$ cat config.mk
export PLATFORM = sky130hd
export DESIGN_NAME = interval_timer_ctrl_flat
export DESIGN_NICKNAME = d
export VERILOG_FILES = /design/src/rtl/interval_timer_if.sv /design/src/rtl/interval_timer_ctrl.sv /design/src/flat_wrapper.sv
export SDC_FILE = /design/constraint.sdc
export NUM_CORES = 1
export LEC_CHECK = 0
export BUFFER_PORTS_ARGS = -buffer_cell sky130_fd_sc_hd__buf_2
export CORE_ASPECT_RATIO = 0.75
export CORE_UTILIZATION = 50
export DETAILED_ROUTE_END_ITERATION = 7
export GPL_TIMING_DRIVEN = 0
export PLACE_DENSITY = 0.85
export SYNTH_ARGS = -nofsm -noshare
export SYNTH_HDL_FRONTEND = slang
export SYNTH_SLANG_ARGS = --single-unit
$ cat constraint.sdc
create_clock -name clk -period 4.4 [get_ports clk]
set_input_delay 0.66 -clock clk [delete_from_list [all_inputs] [get_ports clk]]
set_output_delay 0.66 -clock clk [all_outputs]
set_load 0.005 [all_outputs]
$ cat src/rtl/interval_timer_if.sv
// Signal bundle between the interval timer controller, its 4-bit counter and the
// host logic. The slave modport is the controller's view.
interface interval_timer_if;
  logic       start;
  logic       stop;
  logic       pause;
  logic       mode;
  logic [3:0] preset;
  logic [3:0] cnt_a;
  logic       cnt_cout;
  logic       cnt_load;
  logic       cnt_count;
  logic [3:0] cnt_i;
  logic       busy;
  logic       paused;
  logic       tick;
  logic       done;
  logic [7:0] tick_cnt;

  modport master (
    output start, stop, pause, mode, preset, cnt_a, cnt_cout,
    input  cnt_load, cnt_count, cnt_i, busy, paused, tick, done, tick_cnt
  );

  modport slave (
    input  start, stop, pause, mode, preset, cnt_a, cnt_cout,
    output cnt_load, cnt_count, cnt_i, busy, paused, tick, done, tick_cnt
  );
endinterface

$ cat src/rtl/interval_timer_ctrl.sv
// Sequences a 4-bit loadable up-counter as a one-shot or periodic interval timer,
// with pause/stop control and a saturating count of terminal-count ticks.
module interval_timer_ctrl (
  input  logic              clk,
  input  logic              clear,
  interval_timer_if.slave   bus
);

  typedef enum logic [1:0] {IDLE, LOAD, RUN, PAUSED} state_e;

  state_e     state_q, state_d;
  logic [3:0] preset_q, preset_d;
  logic       mode_q, mode_d;
  logic [7:0] tick_cnt_q, tick_cnt_d;

  logic load_c, count_c, tick_c, done_c, busy_c, paused_c;
  logic start_ok;
  logic unused_cnt_a;

  // The counter value itself is only observed by monitoring logic.
  assign unused_cnt_a = ^bus.cnt_a;
  assign start_ok     = (state_q == IDLE) && bus.start && !bus.stop;

  always_ff @(posedge clk or posedge clear) begin
    if (clear) begin
      state_q    <= IDLE;
      preset_q   <= 4'd0;
      mode_q     <= 1'b0;
      tick_cnt_q <= 8'd0;
    end else begin
      state_q    <= state_d;
      preset_q   <= preset_d;
      mode_q     <= mode_d;
      tick_cnt_q <= tick_cnt_d;
    end
  end

  always_comb begin
    state_d    = state_q;
    preset_d   = preset_q;
    mode_d     = mode_q;
    tick_cnt_d = tick_cnt_q;
    case (state_q)
      IDLE: begin
        if (start_ok) begin
          state_d    = LOAD;
          preset_d   = bus.preset;
          mode_d     = bus.mode;
          tick_cnt_d = 8'd0;
        end
      end
      LOAD: state_d = bus.stop ? IDLE : RUN;
      RUN: begin
        if (bus.stop)
          state_d = IDLE;
        else if (bus.cnt_cout)
          state_d = mode_q ? RUN : IDLE;
        else if (bus.pause)
          state_d = PAUSED;
      end
      PAUSED: begin
        if (bus.stop)
          state_d = IDLE;
        else if (!bus.pause)
          state_d = RUN;
      end
      default: state_d = IDLE;
    endcase
    if (tick_c && (tick_cnt_q != 8'hFF))
      tick_cnt_d = tick_cnt_q + 8'd1;
  end

  // Terminal count outranks pause, so a periodic reload never gets skipped.
  always_comb begin
    load_c   = 1'b0;
    count_c  = 1'b0;
    tick_c   = 1'b0;
    done_c   = 1'b0;
    busy_c   = 1'b0;
    paused_c = 1'b0;
    case (state_q)
      LOAD: begin
        busy_c = 1'b1;
        load_c = 1'b1;
      end
      RUN: begin
        busy_c = 1'b1;
        if (!bus.stop) begin
          if (bus.cnt_cout) begin
            tick_c = 1'b1;
            if (mode_q)
              load_c = 1'b1;
            else
              done_c = 1'b1;
          end else if (!bus.pause) begin
            count_c = 1'b1;
          end
        end
      end
      PAUSED: begin
        busy_c   = 1'b1;
        paused_c = 1'b1;
      end
      default: ;
    endcase
  end

  assign bus.cnt_load  = load_c;
  assign bus.cnt_count = count_c;
  assign bus.cnt_i     = preset_q;
  assign bus.busy      = busy_c;
  assign bus.paused    = paused_c;
  assign bus.tick      = tick_c;
  assign bus.done      = done_c;
  assign bus.tick_cnt  = tick_cnt_q;

endmodule
$ cat src/flat_wrapper.sv
// flat-port wrapper written by rule: the top's interface ports become plain ports
module interval_timer_ctrl_flat 
  (clk, clear, bus_start, bus_stop, bus_pause, bus_mode, bus_preset, bus_cnt_a, bus_cnt_cout, bus_cnt_load, bus_cnt_count, bus_cnt_i, bus_busy, bus_paused, bus_tick, bus_done, bus_tick_cnt);
  interval_timer_if bus_i ();
  input  logic clk;
  input  logic clear;
  input wire logic [$bits(bus_i.start)-1:0] bus_start;
  input wire logic [$bits(bus_i.stop)-1:0] bus_stop;
  input wire logic [$bits(bus_i.pause)-1:0] bus_pause;
  input wire logic [$bits(bus_i.mode)-1:0] bus_mode;
  input wire logic [$bits(bus_i.preset)-1:0] bus_preset;
  input wire logic [$bits(bus_i.cnt_a)-1:0] bus_cnt_a;
  input wire logic [$bits(bus_i.cnt_cout)-1:0] bus_cnt_cout;
  output wire logic [$bits(bus_i.cnt_load)-1:0] bus_cnt_load;
  output wire logic [$bits(bus_i.cnt_count)-1:0] bus_cnt_count;
  output wire logic [$bits(bus_i.cnt_i)-1:0] bus_cnt_i;
  output wire logic [$bits(bus_i.busy)-1:0] bus_busy;
  output wire logic [$bits(bus_i.paused)-1:0] bus_paused;
  output wire logic [$bits(bus_i.tick)-1:0] bus_tick;
  output wire logic [$bits(bus_i.done)-1:0] bus_done;
  output wire logic [$bits(bus_i.tick_cnt)-1:0] bus_tick_cnt;
  assign bus_i.start = bus_start;
  assign bus_i.stop = bus_stop;
  assign bus_i.pause = bus_pause;
  assign bus_i.mode = bus_mode;
  assign bus_i.preset = bus_preset;
  assign bus_i.cnt_a = bus_cnt_a;
  assign bus_i.cnt_cout = bus_cnt_cout;
  assign bus_cnt_load = bus_i.cnt_load;
  assign bus_cnt_count = bus_i.cnt_count;
  assign bus_cnt_i = bus_i.cnt_i;
  assign bus_busy = bus_i.busy;
  assign bus_paused = bus_i.paused;
  assign bus_tick = bus_i.tick;
  assign bus_done = bus_i.done;
  assign bus_tick_cnt = bus_i.tick_cnt;
  interval_timer_ctrl u_core (.clk(clk), .clear(clear), .bus(bus_i));
endmodule
# Word-level counts from Yosys, hierarchy flattened
# Index checks and enable logic that the tools add are counted.
[totals]
input_bits = 15
out_inout_bits = 18
wordCells = 52
register_bits = 15
[classes]
muxes = 29
addsub = 1
n_reduce_logical = 11
eq_ne = 7
[op_table]
columns = ["cell", "count"]
rows = [
  ["two-way mux 8 bit", 3],
  ["two-way mux 1 bit", 16],
  ["two-way mux 2 bit", 8],
  ["adder 8 x 1 -> 8 bit, second input constant", 1],
  ["!= test 8 bit, second input constant", 1],
  ["case mux 2 bit (4 select lines)", 1],
  ["== test 2 bit, second input constant", 2],
  ["!= test 4 bit, second input constant", 1],
  ["AND reduction 2 bit", 2],
  ["nonzero test 2 bit", 2],
  ["logical AND 1 bit", 3],
  ["!= test 3 bit, second input constant", 1],
  ["AND reduction 3 bit", 1],
  ["OR reduction 3 bit", 1],
  ["== test 2 x 1 -> 1 bit, second input constant", 1],
  ["zero test 2 bit", 1],
  ["!= test 2 x 1 -> 1 bit, second input constant", 1],
  ["case mux 1 bit (2 select lines)", 1],
  ["zero test 1 bit", 1],
]

# Logic depth before layout (Yosys ltp)
[logic_depth]
ltp_word = 6
ltp_mapped = 7
mapped_depth_nobuf = 7

# Worst setup path after synthesis
# Ideal clock, no wire load.
[synth_timing]
kind = "register to output"
from = "reg u_core.state_q[0]"
to = "out bus_cnt_load"
n_path_buf = 0
arrival_time_ns = 1.163
slack_ns = 2.577
path_stages_with_launch = 7
t_required_ns = 3.740
cell_sequence = "dfrtp_1 inv_1 ha_1 nand3b_4 inv_1 a21oi_1 nor2b_1"
[synth_via]
elab_chain_len = 2
word_cells_on_any_way = 3
classes_between = "eq/ne (2); mux (1)"
[synth_rtl]
columns = ["element", "line_no", "source"]
rows = [
  ["start: declaration", "interval_timer_ctrl.sv:11", "state_e state_q, state_d;"],
  ["start signal: assignment", "interval_timer_ctrl.sv:31", "state_q <= state_d;"],
  ["== test 2 bit or == test 2 x 1 -> 1 bit (tied branches)", "interval_timer_ctrl.sv:81", "case (state_q)"],
  ["case mux 1 bit (2 select lines) (*)", "interval_timer_ctrl.sv:81", ""],
  ["end: declaration", "flat_wrapper.sv:14", "output wire logic [$bits(bus_i.cnt_load)-1:0] bus_cnt_load;"],
]
# Every way passes the cells marked *; elsewhere a longest branch is shown, timed or not.

# Worst setup path after layout
[layout_timing]
from = "reg u_core.state_q[0]"
to = "out bus_done"
[layout_via]
elab_chain_len = 2
[layout_rtl]
columns = ["element", "line_no", "source"]
rows = [
  ["== test 2 bit", "interval_timer_ctrl.sv:81", ""],
  ["two-way mux 1 bit", "interval_timer_ctrl.sv:81", ""],
  ["end: declaration", "flat_wrapper.sv:20", "output wire logic [$bits(bus_i.done)-1:0] bus_done;"],
]
# Every way passes these cells.

==> summary.md <==
| Metric | Value |
|---|---|
| Slew Limit Headroom | 0.633 |
| Die area | 0.00201 mm^2 |
| Crit Path Max Fanout | 10 |
| # diodes | 0 |
| Largest net degree at the start of global routing | 16 |
| Area delta synth->final | 21.1% |
| Sequential area share after synthesis | 0.409 |
| Clock-pin slew on the worst setup and hold paths | 0.08 ns |
| Critical path arrival | 1.69 ns |
| Worst setup EP type | primary output |
| CTS tree | built |
| Top post-synthesis cells by area | dfrtp_1, nand2_1, ha_1 |
| GP Congestion | 0.819 |
| Status | finished, final reports clean |
| CTS Buf Count | 3 |
| Drt drc | 0 |
| Clk sinks | 15 |
| Synth warn | 0 |
| Core Rows | 13 |
| Final wirelength | 1.88 mm |
| Placement Cell Area | 0.00108 mm^2 |
| Post-CTS Setup Inserts | 0 |
| Total core area | 0.00172 mm^2 |
| Min-Delay Path Class | in2async |
| DR iter-0 viols | 11 |
| VDD IR-drop max | 0.000227 V |
| Setup Crit Path Kind | reg2out |
| Setup TNS | 0 ns |
| Buffers on Ports | 28 |
| Gr ovfl total | 0 |
| Hold_buf cts | 0 |
| I/O pin cnt | 33 |
| Hold Fails Final Rpt | 0 |
| Asr flop ratio synth | 1.00 |
| Vias in the first global route | 721 |
| Mean Syn Cell Area | 9.36 um^2 |
| Fmax | 0.425 GHz |
| CTS root buffer | clkbuf_4 |
| Final Cell Area | 0.00111 mm^2 |
| Post-synth EDFFs | 0 |
| First-pass GRT wire length | 3.08 mm |
| H-tree depth | 1 |
| Distinct cells, synth | 35 |
| Fin crit share | 0.535 |
| Post-synthesis cell count | 98 |
| Flops & latches, synth | 15 |
| Most frequent cell after synthesis | nand2_1 |
| Share of post-route cells with drive strength above 1 | 0.315 |
| Die Wd | 51.5 um |
| Pwr Density | 406 mW/mm^2 |
| Drt wl/cell | 12.4 um |
| Worst setup SP type | register |
| Post-DP HPWL | 1.51 mm |
| Antenna-violating nets left | 0 |
| Post-synth top flop | dfrtp_1 |
| # resized after CTS | 0 |
| GRT Resource Usage Total | 0.216 |
| First-pass DRT Iterations | 4 |
| Starting density of the core | 0.532 |
| Die Span Y | 39.1 um |
| DR vias/cell | 5.37 |
| Total number of vias | 816 |
| Syn Nets | 119 |
| Clk Latency, worst-skew pair | 0.28 ns |
| Final setup viols | 0 |
| Cell accounting for the most synthesized area | dfrtp_1 |
| Number of max-cap violations | 0 |
| Final nets | 152 |
| Synth top cells by count | nand2_1, dfrtp_1, ha_1, inv_1, a21oi_1 |
| Fin crit period | 2.35 ns |
| Bufs on Longest Clock Path | 2 |
| Slew Viols, Final | 0 |
| Actual slew at the worst max-slew pin | 0.550 ns |
| RSZ-0062 raised after global routing | no |
| Initial antenna violation count | 0 |
| Pleak | 0.627 nW |
| Power, Total | 0.000451 W |
| Synth top area share | 0.409 |
| Critical path required time | 3.74 ns |
| Mapped cell area | 917 um^2 |
| Worst Skew | 0.00513 ns |
==> metrics by stage <==
step	hold slack, ns	utilization	setup slack [ns]	std cells
floorplan	0.470	-	2.58	98
global placement	0.453	0.629	2.36	148
detailed placement	0.468	0.629	2.33	148
CTS	0.441	0.644	2.07	152
global route	0.452	0.644	1.96	152
finish	0.411	0.644	2.05	152
==> power breakdown <==
part | total, W | internal, W | switching [W]
registers | 0.000194 | 0.000171 | 0.0000229
clock network | 0.0000757 | 0.0000352 | 0.0000405
logic | 0.000182 | 0.0000848 | 0.0000972
==> routing by layer <==
layer | vias up | GRT usage | share of wire
li1 | 411 | - | -
met1 | 379 | 0.279 | 0.47
met2 | 24 | 0.367 | 0.47
met3 | 2 | 0.0706 | 0.053
met4 | 0 | 0.0203 | 0.0064
met5 | - | 0 | 0
==> state kept, by name, summed over array words and instances (netlist names) <==
register	count
u_core.bus.cnt_i	4
u_core.mode_q	1
u_core.bus.tick_cnt	8
u_core.state_q	2
==> cell type report <==
| cell class | instances | area [um^2] |
|---|---|---|
| plain buffers | 1 | 5.00 |
| clock buffers | 4 | 26.3 |
| fillers | 153 | 613 |
| inverters | 6 | 22.5 |
| multi-input cells | 76 | 514 |
| flip-flops and latches | 15 | 375 |
| well taps | 22 | 27.5 |
| repair buffers | 28 | 140 |
==> cell families (layout without fill, tap and decap cells) <==
group | after synthesis | count (layout) | share of synthesized area
compound gates | 22 | 22 | 0.173
xor+xnor | 1 | 1 | 0.00955
fa+ha+maj | 6 | 6 | 0.0819
buf+inv | 7 | 39 | 0.0300
flops | 15 | 15 | 0.409
mux | 3 | 3 | 0.0355
simple gates | 44 | 44 | 0.261
==> worst max-delay path, cell delays in order, from the launching register on <==
cell,delay (ns)
dfrtp_1,0.40
inv_1,0.12
ha_1,0.31
nand3b_4,0.12
buf_2,0.19
nor2_1,0.13
buf_2,0.13
==> placed cells by master, fill, tap and decap left out, drive strengths merged, types with 2 or more instances in the layout <==
cell,instances
nor2,5
mux2,2
nor3b,2
o21ai,5
buf,29
inv,6
nand3b,2
ha,6
clkbuf,4
dfrtp,15
a21oi,5
nand2,21
nand2b,2
a21o,3
nor3,3
nand3,2
o21a,2
==> final timing paths <==
kind / startpoint / end / slack (ns) / cells past startpoint
worst max-delay path: u_core.state_q[0]$_DFFE_PP0P_ / bus_done / 2.05 / 6
worst min-delay path: clear / u_core.bus.cnt_i[0]$_DFFE_PP0P_ / 0.41 / 2
worst max register to register: u_core.state_q[0]$_DFFE_PP0P_ / u_core.state_q[1]$_DFFE_PP0P_ / 2.57 / 6
worst min register to register: u_core.bus.cnt_i[2]$_DFFE_PP0P_ / u_core.bus.cnt_i[2]$_DFFE_PP0P_ / 0.48 / 2
max in group asynchronous: clear / u_core.state_q[0]$_DFFE_PP0P_ / 3.62 / 2
min in group clk: u_core.bus.cnt_i[2]$_DFFE_PP0P_ / u_core.bus.cnt_i[2]$_DFFE_PP0P_ / 0.48 / 2
No activity file was read; power rests on OpenSTA's default activity.
